`src/rtl/fm_streamer_if.sv`:
```
// Feature-map streamer bus: memory read port plus the PE-facing pixel stream.
// Signal names keep the streamer's point of view (o_* driven by the streamer).
//   o_rd_en   : read strobe to the feature-map memory
//   o_rd_addr : row-major read address
//   i_rd_data : memory data, valid one cycle after o_rd_en
//   o_DataFM  : streamed pixel (PE i_DataFM)
//   o_en      : stream valid (PE i_en)
// Modports: master = streamer, slave = memory/PE side.
interface fm_streamer_if #(
    parameter int unsigned ADDR_W = 16
);
    localparam int unsigned DATA_W = 30;

    logic                     o_rd_en;
    logic [ADDR_W-1:0]        o_rd_addr;
    logic signed [DATA_W-1:0] i_rd_data;
    logic signed [DATA_W-1:0] o_DataFM;
    logic                     o_en;

    modport master (
        output o_rd_en, o_rd_addr, o_DataFM, o_en,
        input  i_rd_data
    );

    modport slave (
        input  o_rd_en, o_rd_addr, o_DataFM, o_en,
        output i_rd_data
    );
endinterface

```
`src/rtl/fm_streamer.sv`:
```
// fm_streamer: streams one (optionally zero-padded) feature map from memory to a
// PE as a gap-free run of S*S+FLUSH_CYCLES words, followed by a one-cycle o_done.
// Ports:
//   i_clk, i_rst_n : clock, synchronous active-low reset
//   i_start        : one-cycle request to stream a map (accepted only in IDLE)
//   bus (master)   : memory read port and PE stream (see fm_streamer_if)
//   o_busy         : streaming in progress
//   o_done         : one-cycle pulse the cycle after the last streamed word
// Configuration: define FM_STREAMER_PAD_EN to honour PADDING; otherwise PADDING
// is ignored and every generated pixel is read from memory.
module fm_streamer #(
    parameter int unsigned FM_SIZE      = 4,
    parameter int unsigned PADDING      = 0,
    parameter int unsigned FLUSH_CYCLES = 0,
    parameter int unsigned ADDR_W       = 16
) (
    input  logic          i_clk,
    input  logic          i_rst_n,
    input  logic          i_start,
    fm_streamer_if.master bus,
    output logic          o_busy,
    output logic          o_done
);

`ifdef FM_STREAMER_PAD_EN
    localparam int unsigned PAD = PADDING;
`else
    // Padding support compiled out: PADDING has no effect.
    localparam int unsigned PAD = PADDING * 0;
`endif
    localparam int unsigned S     = FM_SIZE + 2 * PAD;
    localparam int unsigned CNT_W = $clog2(S + 1);
    localparam int unsigned FL_W  = (FLUSH_CYCLES > 1) ? $clog2(FLUSH_CYCLES) : 1;
    localparam int unsigned DATA_W = 30;

    // Elaboration-time sanity checks on the map geometry.
    if (64'(FM_SIZE) * 64'(FM_SIZE) > (64'd1 << ADDR_W)) begin : g_addr_chk
        $error("fm_streamer: FM_SIZE*FM_SIZE exceeds the ADDR_W address space");
    end
    if (FM_SIZE == 0) begin : g_size_chk
        $error("fm_streamer: FM_SIZE must be at least 1");
    end

    typedef enum logic [1:0] {IDLE, STREAM, FLUSH, DONE} state_e;

    state_e             state_q, state_d;
    logic [CNT_W-1:0]   r_q, r_d, c_q, c_d;
    logic [FL_W-1:0]    fl_q, fl_d;
    logic               gen_q, gen_d;        // a word was generated this cycle
    logic               zero_q, zero_d;      // generated word must be forced to 0
    logic               rd_en_q, rd_en_d;
    logic [ADDR_W-1:0]  rd_addr_q, rd_addr_d;
    logic               busy_q, busy_d;
    logic               done_p_q, done_p_d;
    logic               en_q, zero_out_q, done_q;

    logic               gen_c, interior_c, last_c;
    logic [ADDR_W-1:0]  addr_c;

`ifdef FM_STREAMER_PAD_EN
    // Interior test on the padded grid.
    assign interior_c = (r_q >= CNT_W'(PAD)) && (r_q < CNT_W'(PAD + FM_SIZE)) &&
                        (c_q >= CNT_W'(PAD)) && (c_q < CNT_W'(PAD + FM_SIZE));
`else
    assign interior_c = 1'b1;
`endif

    assign last_c = (r_q == CNT_W'(S - 1)) && (c_q == CNT_W'(S - 1));
    assign addr_c = (ADDR_W'(r_q) - ADDR_W'(PAD)) * ADDR_W'(FM_SIZE)
                  + (ADDR_W'(c_q) - ADDR_W'(PAD));

    // Next-state: pixel (0,0) is generated on the same edge that accepts i_start,
    // so counters always point at the next pixel to generate.
    always_comb begin
        state_d   = state_q;
        r_d       = r_q;
        c_d       = c_q;
        fl_d      = fl_q;
        gen_d     = 1'b0;
        zero_d    = 1'b0;
        rd_en_d   = 1'b0;
        rd_addr_d = rd_addr_q;
        done_p_d  = 1'b0;
        gen_c     = 1'b0;

        case (state_q)
            IDLE:   gen_c = i_start;
            STREAM: gen_c = 1'b1;
            FLUSH: begin
                gen_d  = 1'b1;
                zero_d = 1'b1;
                if (fl_q == FL_W'(FLUSH_CYCLES - 1)) begin
                    fl_d    = '0;
                    state_d = DONE;
                end else begin
                    fl_d = fl_q + FL_W'(1);
                end
            end
            DONE: begin
                state_d  = IDLE;
                done_p_d = 1'b1;
            end
            default: state_d = IDLE;
        endcase

        if (gen_c) begin
            gen_d   = 1'b1;
            zero_d  = !interior_c;
            rd_en_d = interior_c;
            if (interior_c) begin
                rd_addr_d = addr_c;
            end
            if (last_c) begin
                r_d     = '0;
                c_d     = '0;
                state_d = (FLUSH_CYCLES > 0) ? FLUSH : DONE;
            end else begin
                state_d = STREAM;
                if (c_q == CNT_W'(S - 1)) begin
                    c_d = '0;
                    r_d = r_q + CNT_W'(1);
                end else begin
                    c_d = c_q + CNT_W'(1);
                end
            end
        end

        busy_d = (state_d != IDLE);
    end

    // State and output registers; en/zero/done are delayed one cycle to line up
    // with the memory read latency.
    always_ff @(posedge i_clk) begin
        if (!i_rst_n) begin
            state_q    <= IDLE;
            r_q        <= '0;
            c_q        <= '0;
            fl_q       <= '0;
            gen_q      <= 1'b0;
            zero_q     <= 1'b0;
            rd_en_q    <= 1'b0;
            rd_addr_q  <= '0;
            busy_q     <= 1'b0;
            done_p_q   <= 1'b0;
            en_q       <= 1'b0;
            zero_out_q <= 1'b0;
            done_q     <= 1'b0;
        end else begin
            state_q    <= state_d;
            r_q        <= r_d;
            c_q        <= c_d;
            fl_q       <= fl_d;
            gen_q      <= gen_d;
            zero_q     <= zero_d;
            rd_en_q    <= rd_en_d;
            rd_addr_q  <= rd_addr_d;
            busy_q     <= busy_d;
            done_p_q   <= done_p_d;
            en_q       <= gen_q;
            zero_out_q <= zero_q;
            done_q     <= done_p_q;
        end
    end

    assign bus.o_rd_en   = rd_en_q;
    assign bus.o_rd_addr = rd_addr_q;
    assign bus.o_en      = en_q;
    // Memory data arrives in the output cycle, so the pixel path is a zero-insert mux.
    assign bus.o_DataFM  = (en_q && !zero_out_q) ? bus.i_rd_data : DATA_W'(0);
    assign o_busy        = busy_q;
    assign o_done        = done_q;

endmodule

```
`src/flat_wrapper.sv`:
```
// flat-port wrapper written by rule: the top's interface ports become plain ports
module fm_streamer_flat 
#(
    parameter int unsigned FM_SIZE      = 4,
    parameter int unsigned PADDING      = 0,
    parameter int unsigned FLUSH_CYCLES = 0,
    parameter int unsigned ADDR_W       = 16
)
  (i_clk, i_rst_n, i_start, o_busy, o_done, bus_o_rd_en, bus_o_rd_addr, bus_o_DataFM, bus_o_en, bus_i_rd_data);
  fm_streamer_if #(.ADDR_W(ADDR_W)) bus_i ();
  input  logic i_clk;
  input  logic i_rst_n;
  input  logic i_start;
  output logic o_busy;
  output logic o_done;
  output wire logic [$bits(bus_i.o_rd_en)-1:0] bus_o_rd_en;
  output wire logic [$bits(bus_i.o_rd_addr)-1:0] bus_o_rd_addr;
  output wire logic [$bits(bus_i.o_DataFM)-1:0] bus_o_DataFM;
  output wire logic [$bits(bus_i.o_en)-1:0] bus_o_en;
  input wire logic [$bits(bus_i.i_rd_data)-1:0] bus_i_rd_data;
  assign bus_o_rd_en = bus_i.o_rd_en;
  assign bus_o_rd_addr = bus_i.o_rd_addr;
  assign bus_o_DataFM = bus_i.o_DataFM;
  assign bus_o_en = bus_i.o_en;
  assign bus_i.i_rd_data = bus_i_rd_data;
  fm_streamer #(.FM_SIZE(FM_SIZE), .PADDING(PADDING), .FLUSH_CYCLES(FLUSH_CYCLES), .ADDR_W(ADDR_W)) u_core (.i_clk(i_clk), .i_rst_n(i_rst_n), .i_start(i_start), .bus(bus_i), .o_busy(o_busy), .o_done(o_done));
endmodule
```
`config.mk`:
```
export PLATFORM = sky130hd
export DESIGN_NAME = fm_streamer_flat
export DESIGN_NICKNAME = d
export VERILOG_FILES = /design/src/rtl/fm_streamer_if.sv /design/src/rtl/fm_streamer.sv /design/src/flat_wrapper.sv
export SDC_FILE = /design/constraint.sdc
export NUM_CORES = 1
export LEC_CHECK = 0
export ABC_AREA = 1
export ABC_CLOCK_PERIOD_IN_PS = 3400
export CORE_MARGIN = 2
export CORE_UTILIZATION = 37
export DETAILED_ROUTE_END_ITERATION = 16
export GPL_ROUTABILITY_DRIVEN = 0
export PLACE_DENSITY = 0.84
export SETUP_SLACK_MARGIN = 0.2
export SLEW_MARGIN = 20
export SYNTH_ARGS = -nofsm -noshare
export SYNTH_HDL_FRONTEND = slang
export SYNTH_SLANG_ARGS = --single-unit
export TNS_END_PERCENT = 1
```
`constraint.sdc`:
```
create_clock -name i_clk -period 3.4 [get_ports i_clk]
set_input_delay 0.34 -clock i_clk [delete_from_list [all_inputs] [get_ports i_clk]]
set_output_delay 0.34 -clock i_clk [all_outputs]
set_load 0.005 [all_outputs]
```
==> flow_summary.toml, run 1 <==
[synth]
ys_seq_area_share_pct = 38.8
netlist_instances = 182
syn_area_sq_um = 1190
ys_ff_latch = 23
yosys_warnings = 0
avgSynthCellArea_sq_um = 6.52
synthTopCellsByArea = "dfxtp_1 39%, inv_1 15%, nor2_1 12%"
ys_types = 18
yosysTopAreaCell = "dfxtp_1"
synth_top_area_share_pct = 38.8

[routing]
dr.pass1.iters = 4
drt_iter0_markers = 19
drc = 0
avgRoutedWirePerCell_um = 10.2
drtAntennaViolNets = 0
vias_per_cell = 4.12
vias = 1223
wirelength_um = 3030

[pwr]
seq_power_share_pct = 53.8
powerDensity_nw_per_um2 = 274
leakage_nw = 1.00
combPwrFrac_pct = 23.0
p_int_w = 0.000397
netSwitchingPower_w = 0.000133
p_clk_share_pct = 23.2
sw_frac_of_total_pct = 25.2
irDropWorstVdd_uv = 243

[finish]
n_antenna_cell = 0
mostFrequentLayoutCells = "72 x clkdlybuf4s50_1, 48 x inv_1, 38 x nor2_1, 33 x nand2_1, 23 x dfxtp_1"
final_common_cell = "clkdlybuf4s50_1"
drive_above_1_share_pct = 3.16
num-nets-final = 291
fillCellCount = 288
syn2layout_area_growth_pct = 62.8

[clock_network]
cts_setup_buffers = 0
numCtsBuffers = 3
root_buffer = "clkbuf_4"
cts_tree = "yes"
clk-insertion-delay-late_ns = 0.31
cts_buffer_depth = 2
cts_sinks = 23
clkSlewWorstSetupHoldPaths_ns = 0.12
ctsHoldBuffers = 0
cts_resized = 0
cts-htree-levels = 1

[setup_path]
crit_arrival_ns = 1.99
end_kind = "primary output"
path_max_fanout = 30
cpPeakStageDelay_ns = 0.54
crit_buf_inv = 1
startpoint_type = "register"
critPathKind = "reg -> out"
path_cells = "nand2_1, nor2_1, clkdlybuf4s50_1"
crit_family = "simple AND/OR/NAND/NOR gates"
crit_required_ns = 3.06
crit_slowest_cell = "clkdlybuf4s50_1"

[hold_path]
holdCritPathClass = "reg -> reg"

[grt]
overflow = 0
grtUsageTotal_pct = 15.6
grt_pass1_vias = 949
antenna_found_initial = 0
grt_start_max_net_pins = 31
grt_pass1_wl_um = 4240

[floorplanning]
die_area_sq_um = 3680
fp-row-count = 20
start_util_pct = 38.9
chipWidth_um = 60.7
die_y_um = 60.7
core_area_sq_um = 3050
ios = 83

[timing]
max-slew-margin-rel_pct = 38.6
worst_slack_ns = 1.07
worst_pin_slew_ns = 0.918
setup_tns_ns = 0
skew_ns = 0.00819
finalHoldViolCount = 0
finalMaxSlewViolations = 0
fin_crit_sh_pct = 68.4
min_period_ns = 2.33
setup_viol = 0
fmax_mhz = 430
rsz0062_at_grt = "no"

[status]
status = "finished clean"

[job]
drv_cap = 0

[placed_design]
dp_hpwl_um = 2510
pre_cts_ws_ns = 1.42
port_buffers = 72
## state kept, by name (all words and copies together) (netlist names)
name / cells
u_core.zero_q: 1
u_core.c_q: 3
u_core.done_p_q: 1
u_core.zero_out_q: 1
u_core.bus.o_rd_addr: 6
u_core.o_done: 1
u_core.fl_q: 1
u_core.gen_q: 1
u_core.state_q: 2
u_core.bus.o_rd_en: 1
u_core.o_busy: 1
u_core.bus.o_en: 1
u_core.r_q: 3
## routing by layer
metal / vias to the layer above / track usage, % / share of wire, %
met5: - / 0 / 0
met4: 0 / 8.39 / 2.0
met3: 5 / 2.13 / 7.6
met2: 46 / 28.7 / 50
met1: 534 / 17.3 / 40
li1: 638 / - / -
## power by group through the flow
stage	logic, W	clock network, W	registers [W]
final	0.000122	0.000123	0.000285
after global routing	0.000137	0.000140	0.000287
after CTS	0.000123	0.000128	0.000285
after detailed placement	0.000122	0	0.000292
after global placement	0.000120	0	0.000291
after floorplan	0.0000542	0	0.000291
## worst paths after layout
kind                                       from                to  slack, ns  depth (start not counted)
worst max-delay path            u_core.bus.o_en  bus_o_DataFM[24]       1.07                          3
worst min-delay path            u_core.done_p_q     u_core.o_done       0.42                          2
worst max register to register    u_core.c_q[1]     u_core.r_q[2]       2.08                          8
worst min register to register  u_core.done_p_q     u_core.o_done       0.42                          2
## synthesized netlist by cell type, drive strengths merged
master and number:
buf 11, inv 49, o21ai 7, nand3 6, dfxtp 23, nand2 34
nor3 1, xnor2 1, nor2 40, conb 1, clkbuf 3, ha 4
a21oi 2
## stage by stage
step                hold slack [ns]  instance area, sq um  total power, W  utilization, %  std cells
CTS                           0.427                  1930        0.000537            63.3        297
global route                  0.442                  1930        0.000563            63.3        297
finish                        0.420                  1930        0.000530            63.3        297
floorplan                     0.390                  1220        0.000345               -        191
global placement              0.393                  1910        0.000411            62.4        293
detailed placement            0.401                  1910        0.000414            62.4        293
## final cells by class
type	count	area, sq um	area share [%]
well taps	44	55.1	2.85
flip-flops and latches	23	460	23.8
repair buffers	72	721	37.3
clock buffers	3	22.5	1.17
multi-input cells	105	485	25.1
clock inverters	1	5.00	0.259
inverters	49	184	9.51
## tightest hold or removal path: cells and delay by family (launching register included)
kind | cells | cell delay [ns]
flip-flops | 1 | 0.32
AND/OR/NAND/NOR | 1 | 0.05
buffers and inverters | 1 | 0.03
## cells by family (layout without fill, tap and decap cells)
logic type | after synthesis | count (layout) | synth area share [%]
compound gates | 9 | 9 | 3.79
xor+xnor | 1 | 1 | 0.738
fa+ha+maj | 4 | 4 | 4.22
buf+inv | 63 | 125 | 23.2
flops | 23 | 23 | 38.8
other cells | 1 | 10 | 0.316
simple gates | 81 | 81 | 29.0
(Power assumes the default switching activity.)
==> inputs of run 2 (changes only) <==
- ABC_CLOCK_PERIOD_IN_PS: 3400 -> 2300
- CORE_UTILIZATION: 37 -> 35
- PLACE_DENSITY: 0.84 -> 0.8
- clock period: 3.4 -> 2.3 ns (I/O delays scaled with it)
==> run 2 against run 1 <==
Net effect: register-to-register slack lost 1.1 ns; core utilization shrank 3.9 points; sequential cell count is the same; global-route usage grew 0.65 points; die area grew 5.3%; clock-buffer cell count is the same; setup slack lost 0.60 ns; combinational power grew 50%; cell count grew 1.3%; critical path type unchanged; highest routed layer unchanged.
==> flow_summary.toml, run 2 (synthesized netlist as in run 1, its figures left out) <==
[status]
status = "finished clean"

[routing]
drtAntennaViolNets = 0
vias_per_cell = 4.03
wirelength_um = 2890
drt_iter0_markers = 48
vias = 1214
dr.pass1.iters = 4
avgRoutedWirePerCell_um = 9.60
drc = 0

[timing]
rsz0062_at_grt = "no"
min_period_ns = 1.82
fmax_mhz = 548
skew_ns = 0.00682
setup_viol = 0
fin_crit_sh_pct = 79.3
finalHoldViolCount = 0
finalMaxSlewViolations = 0
holdWs_ns = 0.425
setup_tns_ns = 0

[grt]
antenna_found_initial = 0
overflow = 0
grt_pass1_wl_um = 5070
grt_pass1_vias = 1149
grt_start_max_net_pins = 31
grtUsageTotal_pct = 16.3

[clock_network]
ctsHoldBuffers = 0
clk-insertion-delay-late_ns = 0.31
cts_setup_buffers = 0
root_buffer = "clkbuf_4"
cts_resized = 0
numCtsBuffers = 3
cts_sinks = 23
cts-htree-levels = 1
clkSlewWorstSetupHoldPaths_ns = 0.12
cts_buffer_depth = 2
cts_tree = "yes"

[pwr]
irDropWorstVdd_uv = 370
finalPower_w = 0.000785
leakage_nw = 1.01
combPwrFrac_pct = 23.3
p_clk_share_pct = 23.0
netSwitchingPower_w = 0.000197
seq_power_share_pct = 53.8
p_int_w = 0.000589
sw_frac_of_total_pct = 25.1
powerDensity_nw_per_um2 = 403

[setup_path]
end_kind = "primary output"
crit_buf_inv = 2
crit_required_ns = 2.07
cpPeakStageDelay_ns = 0.55
path_max_fanout = 30
crit_arrival_ns = 1.59
crit_family = "buffers and inverters"
critPathKind = "reg -> out"
startpoint_type = "register"
path_cells = "nand2_1, buf_4, nor2_1, clkdlybuf4s50_1"
crit_slowest_cell = "clkdlybuf4s50_1"

[finish]
final_common_cell = "clkdlybuf4s50_1"
num-nets-final = 293
largest_reg_flops = 6
drive_above_1_share_pct = 3.92
n_antenna_cell = 0
syn2layout_area_growth_pct = 64.3
mostFrequentLayoutCells = "72 x clkdlybuf4s50_1, 48 x inv_1, 38 x nor2_1, 33 x nand2_1, 23 x dfxtp_1"
fin_util_pct = 59.4

[floorplanning]
die_area_sq_um = 3870
fp-row-count = 21
start_util_pct = 36.2
die_y_um = 62.2
chipWidth_um = 62.2
core_area_sq_um = 3280
ios = 83

[placed_design]
port_buffers = 72
dp_hpwl_um = 2390

[job]
drv_cap = 0

[hold_path]
holdCritPathClass = "reg -> reg"
[run 2: worst register-to-register path, cell delays in order (launching register included)]
cell and delay [ns]:
dfxtp_1 0.39, ha_1 0.18, inv_1 0.04, nor2_1 0.20
inv_1 0.11, nor2_1 0.16, nand2_1 0.07, nand2_1 0.05
inv_1 0.03
[run 2: final cells by class]
type / count / area, sq um
tap: 46 / 57.6
clock buffer: 3 / 22.5
timing repair buffer: 74 / 736
multi-input combinational: 105 / 485
fill: 294 / 1330
clock inverter: 1 / 5.00
inverter: 49 / 184
sequential: 23 / 460
[run 2: stage by stage]
step           area [sq um]  std cells  setup WS (ns)
2_1_floorplan          1220        191           1.17
3_3_place_gp           1920        297          0.711
3_5_place_dp           1920        297          0.689
4_1_cts                1950        301          0.454
5_1_grt                1950        301          0.369
6_report               1950        301          0.476
[run 2: routing by layer]
layer  track usage (%)  vias to the layer above  wire [um]
li1                  -                      642          -
met1              18.7                      519       1300
met2              28.1                       49       1310
met3              4.35                        4        239
met4              7.78                        0         44
met5                 0                        -          0
[run 2: final timing paths]
kind | from | slack (ns) | depth (start not counted) | endpoint
setup / recovery | u_core.bus.o_en | 0.48 | 4 | bus_o_DataFM[29]
hold / removal | u_core.gen_q | 0.43 | 2 | u_core.bus.o_en
setup reg to reg | u_core.c_q[1] | 1.00 | 8 | u_core.r_q[2]
hold reg to reg | u_core.gen_q | 0.43 | 2 | u_core.bus.o_en
[run 2: power by group through the flow]
stage	Clock (W)	Combinational (W)	Sequential [W]
3_3_place_gp	0	0.000180	0.000430
3_5_place_dp	0	0.000183	0.000431
2_1_floorplan	0	0.0000802	0.000430
6_report	0.000181	0.000183	0.000422
5_1_grt	0.000209	0.000203	0.000425
4_1_cts	0.000190	0.000184	0.000422
